`src/rtl/if_fetch.sv`:
```
// Instruction-fetch stage: owns the PC, reads one 32-bit instruction as four
// little-endian bytes through the byte-wide memory arbiter, and presents it
// with a valid flag to the IF/ID register until it is consumed or redirected.
module if_fetch #(
  parameter logic [31:0] RESET_PC = 32'h0000_0000
) (
  input  logic        clk,
  input  logic        rst,
  input  logic        stall_i,
  input  logic        branch_flag_i,
  input  logic [31:0] branch_target_address_i,
  output logic        mem_req_o,
  output logic [31:0] mem_addr_o,
  input  logic        mem_gnt_i,
  input  logic [7:0]  mem_data_i,
  output logic [31:0] pc_o,
  output logic [31:0] inst_o,
  output logic        inst_valid_o
);

  typedef enum logic {
    FETCH = 1'b0,
    HOLD  = 1'b1
  } state_t;

  state_t      state_q, state_d;
  logic [31:0] pc_q, pc_d;
  logic [2:0]  ic_q, ic_d;
  logic [2:0]  rc_q, rc_d;
  logic        pending_q, pending_d;
  // Only bytes 0..2 need storage; byte 3 goes straight into the output word.
  logic [23:0] asm_q, asm_d;
  logic [31:0] inst_q, inst_d;
  logic [31:0] pc_out_q, pc_out_d;
  logic        valid_q, valid_d;

  // Request side: issue the next byte address while bytes remain in FETCH.
  always_comb begin
    mem_req_o  = (state_q == FETCH) && (ic_q < 3'd4) && !rst;
    mem_addr_o = pc_q + {29'd0, ic_q};
  end

  assign pc_o         = pc_out_q;
  assign inst_o       = inst_q;
  assign inst_valid_o = valid_q;

  // Next-state logic: redirect first, then byte capture / consumption.
  always_comb begin
    state_d   = state_q;
    pc_d      = pc_q;
    ic_d      = ic_q;
    rc_d      = rc_q;
    asm_d     = asm_q;
    inst_d    = inst_q;
    pc_out_d  = pc_out_q;
    valid_d   = valid_q;
    // A byte granted on a redirect edge belongs to the old stream; drop it.
    pending_d = mem_req_o && mem_gnt_i && !branch_flag_i;

    if (branch_flag_i) begin
      pc_d    = branch_target_address_i;
      ic_d    = 3'd0;
      rc_d    = 3'd0;
      valid_d = 1'b0;
      state_d = FETCH;
    end else begin
      case (state_q)
        FETCH: begin
          if (mem_req_o && mem_gnt_i) begin
            ic_d = ic_q + 3'd1;
          end else begin
            ic_d = ic_q;
          end
          if (pending_q) begin
            if (rc_q == 3'd3) begin
              inst_d   = {mem_data_i, asm_q};
              pc_out_d = pc_q;
              valid_d  = 1'b1;
              state_d  = HOLD;
              ic_d     = 3'd0;
              rc_d     = 3'd0;
            end else begin
              case (rc_q[1:0])
                2'd0:    asm_d[7:0]   = mem_data_i;
                2'd1:    asm_d[15:8]  = mem_data_i;
                2'd2:    asm_d[23:16] = mem_data_i;
                default: asm_d        = asm_q;
              endcase
              rc_d = rc_q + 3'd1;
            end
          end else begin
            rc_d = rc_q;
          end
        end
        HOLD: begin
          if (!stall_i) begin
            pc_d    = pc_q + 32'd4;
            valid_d = 1'b0;
            state_d = FETCH;
          end else begin
            state_d = HOLD;
          end
        end
        default: begin
          state_d = FETCH;
        end
      endcase
    end
  end

  // State registers with synchronous reset; reset abandons any byte in flight.
  always_ff @(posedge clk) begin
    if (rst) begin
      state_q   <= FETCH;
      pc_q      <= RESET_PC;
      ic_q      <= 3'd0;
      rc_q      <= 3'd0;
      pending_q <= 1'b0;
      asm_q     <= 24'd0;
      inst_q    <= 32'd0;
      pc_out_q  <= RESET_PC;
      valid_q   <= 1'b0;
    end else begin
      state_q   <= state_d;
      pc_q      <= pc_d;
      ic_q      <= ic_d;
      rc_q      <= rc_d;
      pending_q <= pending_d;
      asm_q     <= asm_d;
      inst_q    <= inst_d;
      pc_out_q  <= pc_out_d;
      valid_q   <= valid_d;
    end
  end

endmodule

```
`config.mk`:
```
export PLATFORM = sky130hd
export DESIGN_NAME = if_fetch
export DESIGN_NICKNAME = d
export VERILOG_FILES = /design/src/rtl/if_fetch.sv
export SDC_FILE = /design/constraint.sdc
export NUM_CORES = 1
export LEC_CHECK = 0
export CORE_MARGIN = 4
export CORE_UTILIZATION = 40
export DETAILED_ROUTE_END_ITERATION = 7
export PLACE_DENSITY_LB_ADDON = 0.12
export SETUP_SLACK_MARGIN = 0.4
export SLEW_MARGIN = 0
export SYNTH_ARGS = -nofsm -noshare
export SYNTH_HDL_FRONTEND = slang
export SYNTH_SLANG_ARGS = --single-unit
export TNS_END_PERCENT = 10
```
`constraint.sdc`:
```
create_clock -name clk -period 5.7 [get_ports clk]
set_clock_uncertainty 0.2 [all_clocks]
set_input_delay 1.14 -clock clk [delete_from_list [all_inputs] [get_ports clk]]
set_output_delay 1.14 -clock clk [all_outputs]
set_load 0.005 [all_outputs]
```
==> results of run 1 <==
==> cell usage after synthesis, types with 5 or more instances <==
library cell / count / area (um^2)
a21oi_1: 81 / 405
xnor2_1: 33 / 289
xor2_1: 9 / 78.8
dfxtp_1: 129 / 2580
and3_1: 5 / 31.3
nor4_1: 14 / 87.6
a211oi_1: 12 / 90.1
nand2b_1: 8 / 50.1
buf_2: 12 / 60.1
nor4b_1: 5 / 43.8
ha_1: 9 / 113
nand2_1: 167 / 627
inv_1: 16 / 60.1
nand3_1: 18 / 90.1
a31oi_1: 6 / 37.5
and4_1: 5 / 43.8
nand4_1: 16 / 100
nor2_1: 65 / 244
nor3_1: 15 / 75.1
a311oi_1: 5 / 43.8
mux2i_1: 27 / 270
clkbuf_1: 45 / 169
==> cells in the final DEF, fill, tap and decap left out, types with 3 or more instances in the layout <==
cell type / Yosys / routed
nor4b_2: 0 / 3
nand2b_1: 8 / 7
a211oi_1: 12 / 12
clkinvlp_4: 0 / 4
nor4_1: 14 / 14
a311o_1: 3 / 3
a31oi_1: 6 / 6
and3_1: 5 / 5
buf_4: 0 / 9
o31ai_1: 3 / 3
mux2i_1: 27 / 27
clkbuf_16: 0 / 17
a311oi_1: 5 / 5
ha_1: 9 / 9
inv_6: 0 / 6
nor2_1: 65 / 64
nor3_1: 15 / 15
o21ai_0: 4 / 4
nand4_1: 16 / 16
nand3_1: 18 / 18
inv_1: 16 / 16
and2_1: 4 / 4
and4_1: 5 / 5
o311a_1: 4 / 4
xor2_1: 9 / 9
xnor2_1: 33 / 33
nand4b_1: 3 / 3
nand2_1: 167 / 167
a21oi_1: 81 / 81
dfxtp_1: 129 / 129
nor2b_1: 3 / 3
clkdlybuf4s50_1: 0 / 141
or3_1: 3 / 3
==> registers in the layout, indices dropped and copies added (netlist names) <==
| register | cells |
|---|---|
| inst_o | 32 |
| pc_o | 32 |
| pc_q | 32 |
| asm_q | 24 |
| ic_q | 3 |
| rc_q | 3 |
| inst_valid_o | 1 |
| pending_q | 1 |
| state_q | 1 |
==> per-stage QoR <==
stage	cell area, um^2	hold slack, ns	power [W]	std cells
final	8130	0.251	0.00216	1065
after global routing	8130	0.268	0.00225	1065
after CTS	8130	0.254	0.00219	1065
after detailed placement	7550	0.243	0.00113	1033
after global placement	7550	0.235	0.00113	1033
after floorplan	6060	0.221	0.00104	760
==> worst register-to-register path, stage by stage, from the launching register on <==
cell and delay [ns]:
dfxtp_1 0.53, nand4_1 0.35, nor4_1 1.09, a21oi_1 0.14, a311o_1 0.36
==> report_power, final <==
group	internal (W)	total [W]	leakage (nW)	switching [W]
clock network	0.000612	0.00105	0.272	0.000440
registers	0.000919	0.000956	1.05	0.0000367
logic	0.0000852	0.000157	1.41	0.0000718
==> layout make-up <==
type,instances,area [um^2],area share
flip-flops and latches,129,2580,0.318
clock inverters,15,149,0.0183
clock buffers,17,425,0.0523
multi-input cells,554,3200,0.394
well taps,184,230,0.0283
repair buffers,150,1480,0.182
inverters,16,60.1,0.00739
==> worst max path at each step <==
stage	slack, ns	endpoint	depth (start not counted)	startpoint
floorplan	2.45	mem_addr_o[30]	6	ic_q[0]
global route	0.79	mem_addr_o[31]	5	pc_q[8]
global placement	1.44	mem_addr_o[31]	5	pc_q[11]
finish	0.98	mem_addr_o[31]	5	pc_q[8]
CTS	0.94	mem_addr_o[31]	5	pc_q[8]
detailed placement	1.43	mem_addr_o[31]	5	pc_q[8]
==> per-layer routing <==
| layer | global-route usage | share of wire |
|---|---|---|
| met5 | 0 | 0 |
| met4 | 0.0846 | 0.026 |
| met3 | 0.0688 | 0.076 |
| met2 | 0.358 | 0.48 |
| met1 | 0.258 | 0.42 |
==> logic make-up (layout without fill, tap and decap cells) <==
logic type | Yosys count | count (layout) | share of synthesized area
and+or+nand+nor | 342 | 342 | 0.262
adders and majority gates | 10 | 10 | 0.0219
muxes | 27 | 27 | 0.0446
AOI/OAI and AO/OA | 133 | 133 | 0.135
buffers and inverters | 77 | 198 | 0.0506
DFF | 129 | 129 | 0.426
xor gates and xnor gates | 42 | 42 | 0.0607
==> metrics.md, run 1 <==
| Metric | Value |
|---|---|
| Post-synth EDFFs | `0` |
| Status | `complete, no violations` |
| Tcrit/Tclk final | `0.829` |
| Root buffer cell | `clkbuf_16` |
| Clk buf depth | `2` |
| Gr usage total | `0.214` |
| Syn avg cell area | `~8 um^2` |
| Worst Setup End Kind | `output pin` |
| Via count | `5846` |
| CP Launch Type | `flip-flop` |
| Top_reg_cell synth | `dfxtp_1` |
| Max Freq | `~210 MHz` |
| Clock transition at path regs | `about 0.060 ns` |
| Routed Antenna Nets | `0` |
| Final total negative setup slack | `0 ns` |
| Die W | `131 um` |
| Num CTS Buffers | `17` |
| Max stage delay cell, worst path | `nor4_1` |
| RSZ-0062 raised after global routing | `no` |
| CP Max Fanout | `7` |
| Diodes inserted | `0` |
| Cell Pwr Density | `about 270 nW/um^2` |
| DRC violations left | `0` |
| Postcts setup bufs | `0` |
| Synth warn | `0` |
| GP Congestion | `~0.90` |
| Drt total wl | `18800 um` |
| R2R Path Start | `pc_q[8]` |
| Hold Buf Count CTS | `0` |
| Core Box Area | `14700 um^2` |
| Final setup viols | `0` |
| Seq/Total Area, Yosys | `0.426` |
| Post-route minimum period | `4.72 ns` |
| Share of layout cells above drive strength 1 | `0.0590` |
| Largest net degree at the start of global routing | `75` |
| Initial antenna violation count | `0` |
| Post-Syn Area | `6060 um^2` |
| Hold Path End | `pc_o[21]` |
| PortBufs | `142` |
| DRT iter0 DRCs | `roughly 490` |
| Pre-antenna DRT Iters | `5` |
| Layout fillers | `1347` |
| Wirelength per Cell | `17.6 um` |
| Hold Fails Final Rpt | `0` |
| CP max stage delay | `1.09 ns` |
| H-tree levels | `4` |
| First-pass GRT wire length | `30200 um` |
| Final Net Count | `923` |
| HP Class | `flip-flop to flip-flop` |
| Post-Synthesis Cells | `760` |
| Syn Nets | `815` |
| Die Area | `17200 um^2` |
| Final Max Slew Viols | `0` |
| Max-cap violations | `0` |
| Worst Path Class, Setup | `flip-flop to output pin` |
| CP Data Arrival Time | `3.38 ns` |
| Area grow syn2layout | `34.1%` |
| WP buf/inv | `1` |
| GRT overflow | `0` |
| Async set-reset flop share out of synthesis | `0` |
| Worst R2R Setup Slack | `2.92 ns` |
| Final setup margin | `0.975 ns` |
| TritonCTS Sinks | `129` |
| Critical-path cell list | `nand4_1 > nor4_1 > nand4b_1 > xnor2_1 > clkdlybuf4s50_1` |
| Worst setup slack after placement | `1.43 ns` |
| Cell variety after synth | `53` |
| Post_cts resized | `0` |
| Slew @ Worst Pin | `1.26 ns` |
| HPWL after DPL | `13200 um` |
| Top cell family by delay on the critical path | `simple AND/OR/NAND/NOR gates` |
| Reg2reg end | `pc_q[29]` |
| Vias in the first global route | `between 5000 and 6000` |
| Ports | `approximately 140` |
| Seq cells post-synth | `129` |
| Initial Utilization | `0.412` |
| Die height | `between 100 and 150 um` |
| Min-delay src | `pc_o[21]` |
| Latest clock arrival within the worst-skew pair | `between 0.4 and 0.5 ns` |
| Path depth of the worst reg2reg path | `4` |
| VDD IR max | `0.000181 V` |
| Site row count | `44` |
| Lkg Pwr | `2.73 nW` |
| Max_slew headroom | `0.159` |
| Critical Path RT | `4.36 ns` |
| CTS tree | `built` |
| Vias per Instance | `roughly 5.5` |
| Final core occ | `0.553` |
| Hold depth | `2` |
Note: power is estimated with default switching activity, not from simulation.
==> inputs of run 2 (changes only) <==
==> constraint.sdc (replaced) <==
create_clock -name clk -period 4.8 [get_ports clk]
set_clock_uncertainty 0.2 [all_clocks]
set_input_delay 0.96 -clock clk [delete_from_list [all_inputs] [get_ports clk]]
set_output_delay 0.96 -clock clk [all_outputs]
set_load 0.005 [all_outputs]
==> run 2 against run 1 <==
Global-route usage rose by 0.49 points. Combinational power up 19%. Register-to-register slack worse by 0.92 ns. Via count about the same. Non-clock buffer count up 7. Count of clock-buffer cells in the layout rose by 2. Total power increased by 20%. Utilization up 0.57 points. Largest cell class unchanged. Critical path type unchanged. Critical path depth unchanged. Worst hold slack improved by 0.0028 ns.
==> metrics.md, run 2 (synthesis gave the netlist of run 1 again) <==
| Metric | Value |
|---|---|
| CP Data Arrival Time | `3.03 ns (was 3.38 ns)` |
| Worst Setup End Kind | `output pin (unchanged)` |
| Fin area | `8210 um^2 (was 8130 um^2)` |
| Final setup viols | `0 (unchanged)` |
| Largest net degree at the start of global routing | `74 (was 75)` |
| CP Max Fanout | `7 (unchanged)` |
| R2R Path Start | `pc_q[3] (was pc_q[8])` |
| HP Class | `flip-flop to flip-flop (unchanged)` |
| Cell Int Power | `0.00198 W (was 0.00162 W)` |
| WP buf/inv | `1 (unchanged)` |
| Share of layout cells above drive strength 1 | `0.0655 (was 0.0590)` |
| Clock transition at path regs | `0.06 ns (about the same)` |
| GP Congestion | `0.889 (was 0.900)` |
| Final Net Count | `930 (was 923)` |
| Max stage delay cell, worst path | `or4b_2 (was nor4_1)` |
| CP max stage delay | `0.64 ns (was 1.09 ns)` |
| Ports | `143 (unchanged)` |
| Initial antenna violation count | `0 (unchanged)` |
| Final total negative setup slack | `0 ns (unchanged)` |
| Wirelength per Cell | `17.7 um (was 17.6 um)` |
| VDD IR max | `0.000231 V (was 0.000181 V)` |
| Lkg Pwr | `2.78 nW (was 2.73 nW)` |
| Latest clock arrival within the worst-skew pair | `0.42 ns (about the same)` |
| TritonCTS Sinks | `129 (unchanged)` |
| Root buffer cell | `clkbuf_16 (unchanged)` |
| Slew @ Worst Pin | `1.23 ns (was 1.26 ns)` |
| Core Box Area | `14700 um^2 (unchanged)` |
| Total power | `0.00260 W (was 0.00216 W)` |
| Post-route minimum period | `4.19 ns` |
| Min-delay src | `rc_q[2] (was pc_o[21])` |
| Vias per Instance | `5.46 (was 5.49)` |
| H-tree levels | `4 (unchanged)` |
| Routed Antenna Nets | `0 (unchanged)` |
| Die W | `131 um (unchanged)` |
| Post-DP Area | `7620 um^2 (was 7550 um^2)` |
| Layout fillers | `1336 (was 1347)` |
| Clk buf depth | `2 (unchanged)` |
| Worst R2R Setup Slack | `2.00 ns (was 2.92 ns)` |
| Tcrit/Tclk final | `0.872` |
| Hold Fails Final Rpt | `0 (unchanged)` |
| Hold Path End | `rc_q[2] (was pc_o[21])` |
| Diodes inserted | `0 (unchanged)` |
| Top cell family by delay on the critical path | `simple AND/OR/NAND/NOR gates (unchanged)` |
| Area grow syn2layout | `35.5% (was 34.1%)` |
| CP Launch Type | `flip-flop (unchanged)` |
| Most frequent cells in the layout | `167 x nand2_1, 141 x clkdlybuf4s50_1, 129 x dfxtp_1 (unchanged)` |
| Area occupied by multi-input gates | `3210 um^2 (was 3200 um^2)` |
| Cell Pwr Density | `317 nW/um^2 (was 266 nW/um^2)` |
| Drt total wl | `18900 um (was 18800 um)` |
| Critical-path cell list | `nand4_1 > nor2_1 > or4b_2 > xnor2_1 > clkdlybuf4s50_1 (was nand4_1 > nor4_1 > nand4b_1 > xnor2_1 > clkdlybuf4s50_1)` |
| Final Max Slew Viols | `0 (unchanged)` |
| Gr usage total | `0.219 (was 0.214)` |
| Clock Power Share | `0.492 (was 0.486)` |
| Sw frac | `0.238 (was 0.253)` |
| Max_slew headroom | `0.172 (was 0.159)` |
| Critical Path RT | `3.64 ns (was 4.36 ns)` |
| Site row count | `44 (unchanged)` |
| WP depth | `5 (unchanged)` |
| RSZ-0062 raised after global routing | `no (unchanged)` |
| GRT overflow | `0 (unchanged)` |
| Num CTS Buffers | `17 (unchanged)` |
| DRC violations left | `0 (unchanged)` |
| Die Area | `17200 um^2 (unchanged)` |
| Initial Utilization | `0.412 (unchanged)` |
| Postcts setup bufs | `0 (unchanged)` |
| Hold depth | `2 (unchanged)` |
| PortBufs | `142 (unchanged)` |
| Switch Pwr | `0.000618 W (was 0.000549 W)` |
| Max-cap violations | `0 (unchanged)` |
| Reg2reg end | `pc_q[14] (was pc_q[29])` |
| DRT iter0 DRCs | `436 (was 491)` |
| Worst setup startpoint | `pc_q[8] (unchanged)` |
| Die height | `131 um (unchanged)` |
| Sequential Power Share | `0.437 (was 0.441)` |
| Commonest non-fill, non-tap cell in the layout | `nand2_1 (unchanged)` |
| Combinational power share | `0.072 (was 0.073)` |
| Status | `complete, no violations (unchanged)` |
| Worst Path Class, Setup | `flip-flop to output pin (unchanged)` |
| Vias in the first global route | `5733 (was 5818)` |
| Pre-antenna DRT Iters | `5 (unchanged)` |
| First-pass GRT wire length | `30700 um (was 30200 um)` |
| FF/Latch Area | `2580 um^2 (unchanged)` |
| Max Freq | `239 MHz` |
| Path depth of the worst reg2reg path | `5 (was 4)` |
| CTS tree | `built (unchanged)` |
| Via count | `5843 (was 5846)` |
| HPWL after DPL | `13500 um (was 13200 um)` |
-- run 2: cell types whose count changed in the layout (fill, tap and decap cells not counted) --
cell       before  now
nor4_2          0    1
inv_8           2    0
inv_6           6    1
buf_12          0    1
clkinv_2        1    0
bufinv_16       1    2
buf_4           9   15
clkbuf_8        0    2
clkinv_4        1    4
nor4_1         14   13
-- run 2: worst min-delay path, delay by kind of cell, from the launching register on --
kind	cells	cell delay, ns
AO/OA/AOI/OAI	1	0.04
flip-flops	1	0.32
AND/OR/NAND/NOR	1	0.06
-- run 2: power by group through the flow --
stage	Combinational (W)	Sequential, W	Clock [W]
6_report	0.000187	0.00114	0.00128
5_1_grt	0.000203	0.00114	0.00135
4_1_cts	0.000189	0.00113	0.00130
3_5_place_dp	0.000188	0.00116	0
3_3_place_gp	0.000186	0.00115	0
2_1_floorplan	0.000112	0.00113	0
-- run 2: how the worst max path moves through the flow --
stage,to,slack [ns]
final,mem_addr_o[15],0.61
after global routing,mem_addr_o[15],0.47
after CTS,mem_addr_o[25],0.55
after detailed placement,mem_addr_o[25],1.03
after global placement,mem_addr_o[19],1.06
after floorplan,mem_addr_o[30],1.73
-- run 2: layout make-up --
cell class,count,share of cell area
sequential,129,0.314
clock inverter,11,0.0163
clock buffer,19,0.0552
multi-input combinational,554,0.391
tap,184,0.0280
inverter,16,0.00731
timing repair buffer,157,0.188
-- run 2: per-layer routing --
metal	track usage	vias to the layer above	routed length, um
met5	0	-	0
met4	0.0729	0	384
met3	0.0631	31	1280
met2	0.366	211	9140
met1	0.274	2757	8110
li1	-	2844	-
-- run 2: repair_timing --
| action | CTS | global route |
|---|---|---|
| setup endpoints to repair | 0 | 4 |
| hold buffers | 0 | 0 |
| endpoints found under the hold margin | 0 | 0 |
| resized for setup | 0 | 1 |
-- run 2: through the flow --
step	hold WS (ns)	instances	utilization	setup WS [ns]
floorplan	0.221	760	-	1.73
global placement	0.234	1040	0.518	1.06
detailed placement	0.242	1040	0.518	1.03
CTS	0.251	1070	0.558	0.552
global route	0.271	1070	0.559	0.471
finish	0.253	1070	0.559	0.613
==> inputs of run 3 (changes only) <==
--- a/config.mk
+++ b/config.mk
@@ -7,10 +7,10 @@
 export LEC_CHECK = 0
 export CORE_MARGIN = 4
 export CORE_UTILIZATION = 40
+export CTS_CLUSTER_DIAMETER = 150
 export DETAILED_ROUTE_END_ITERATION = 7
 export PLACE_DENSITY_LB_ADDON = 0.12
 export SETUP_SLACK_MARGIN = 0.4
-export SLEW_MARGIN = 0
 export SYNTH_ARGS = -nofsm -noshare
 export SYNTH_HDL_FRONTEND = slang
 export SYNTH_SLANG_ARGS = --single-unit
==> results of run 3 <==
Same layout as run 2: the final DEF is identical, and so are final timing and power.
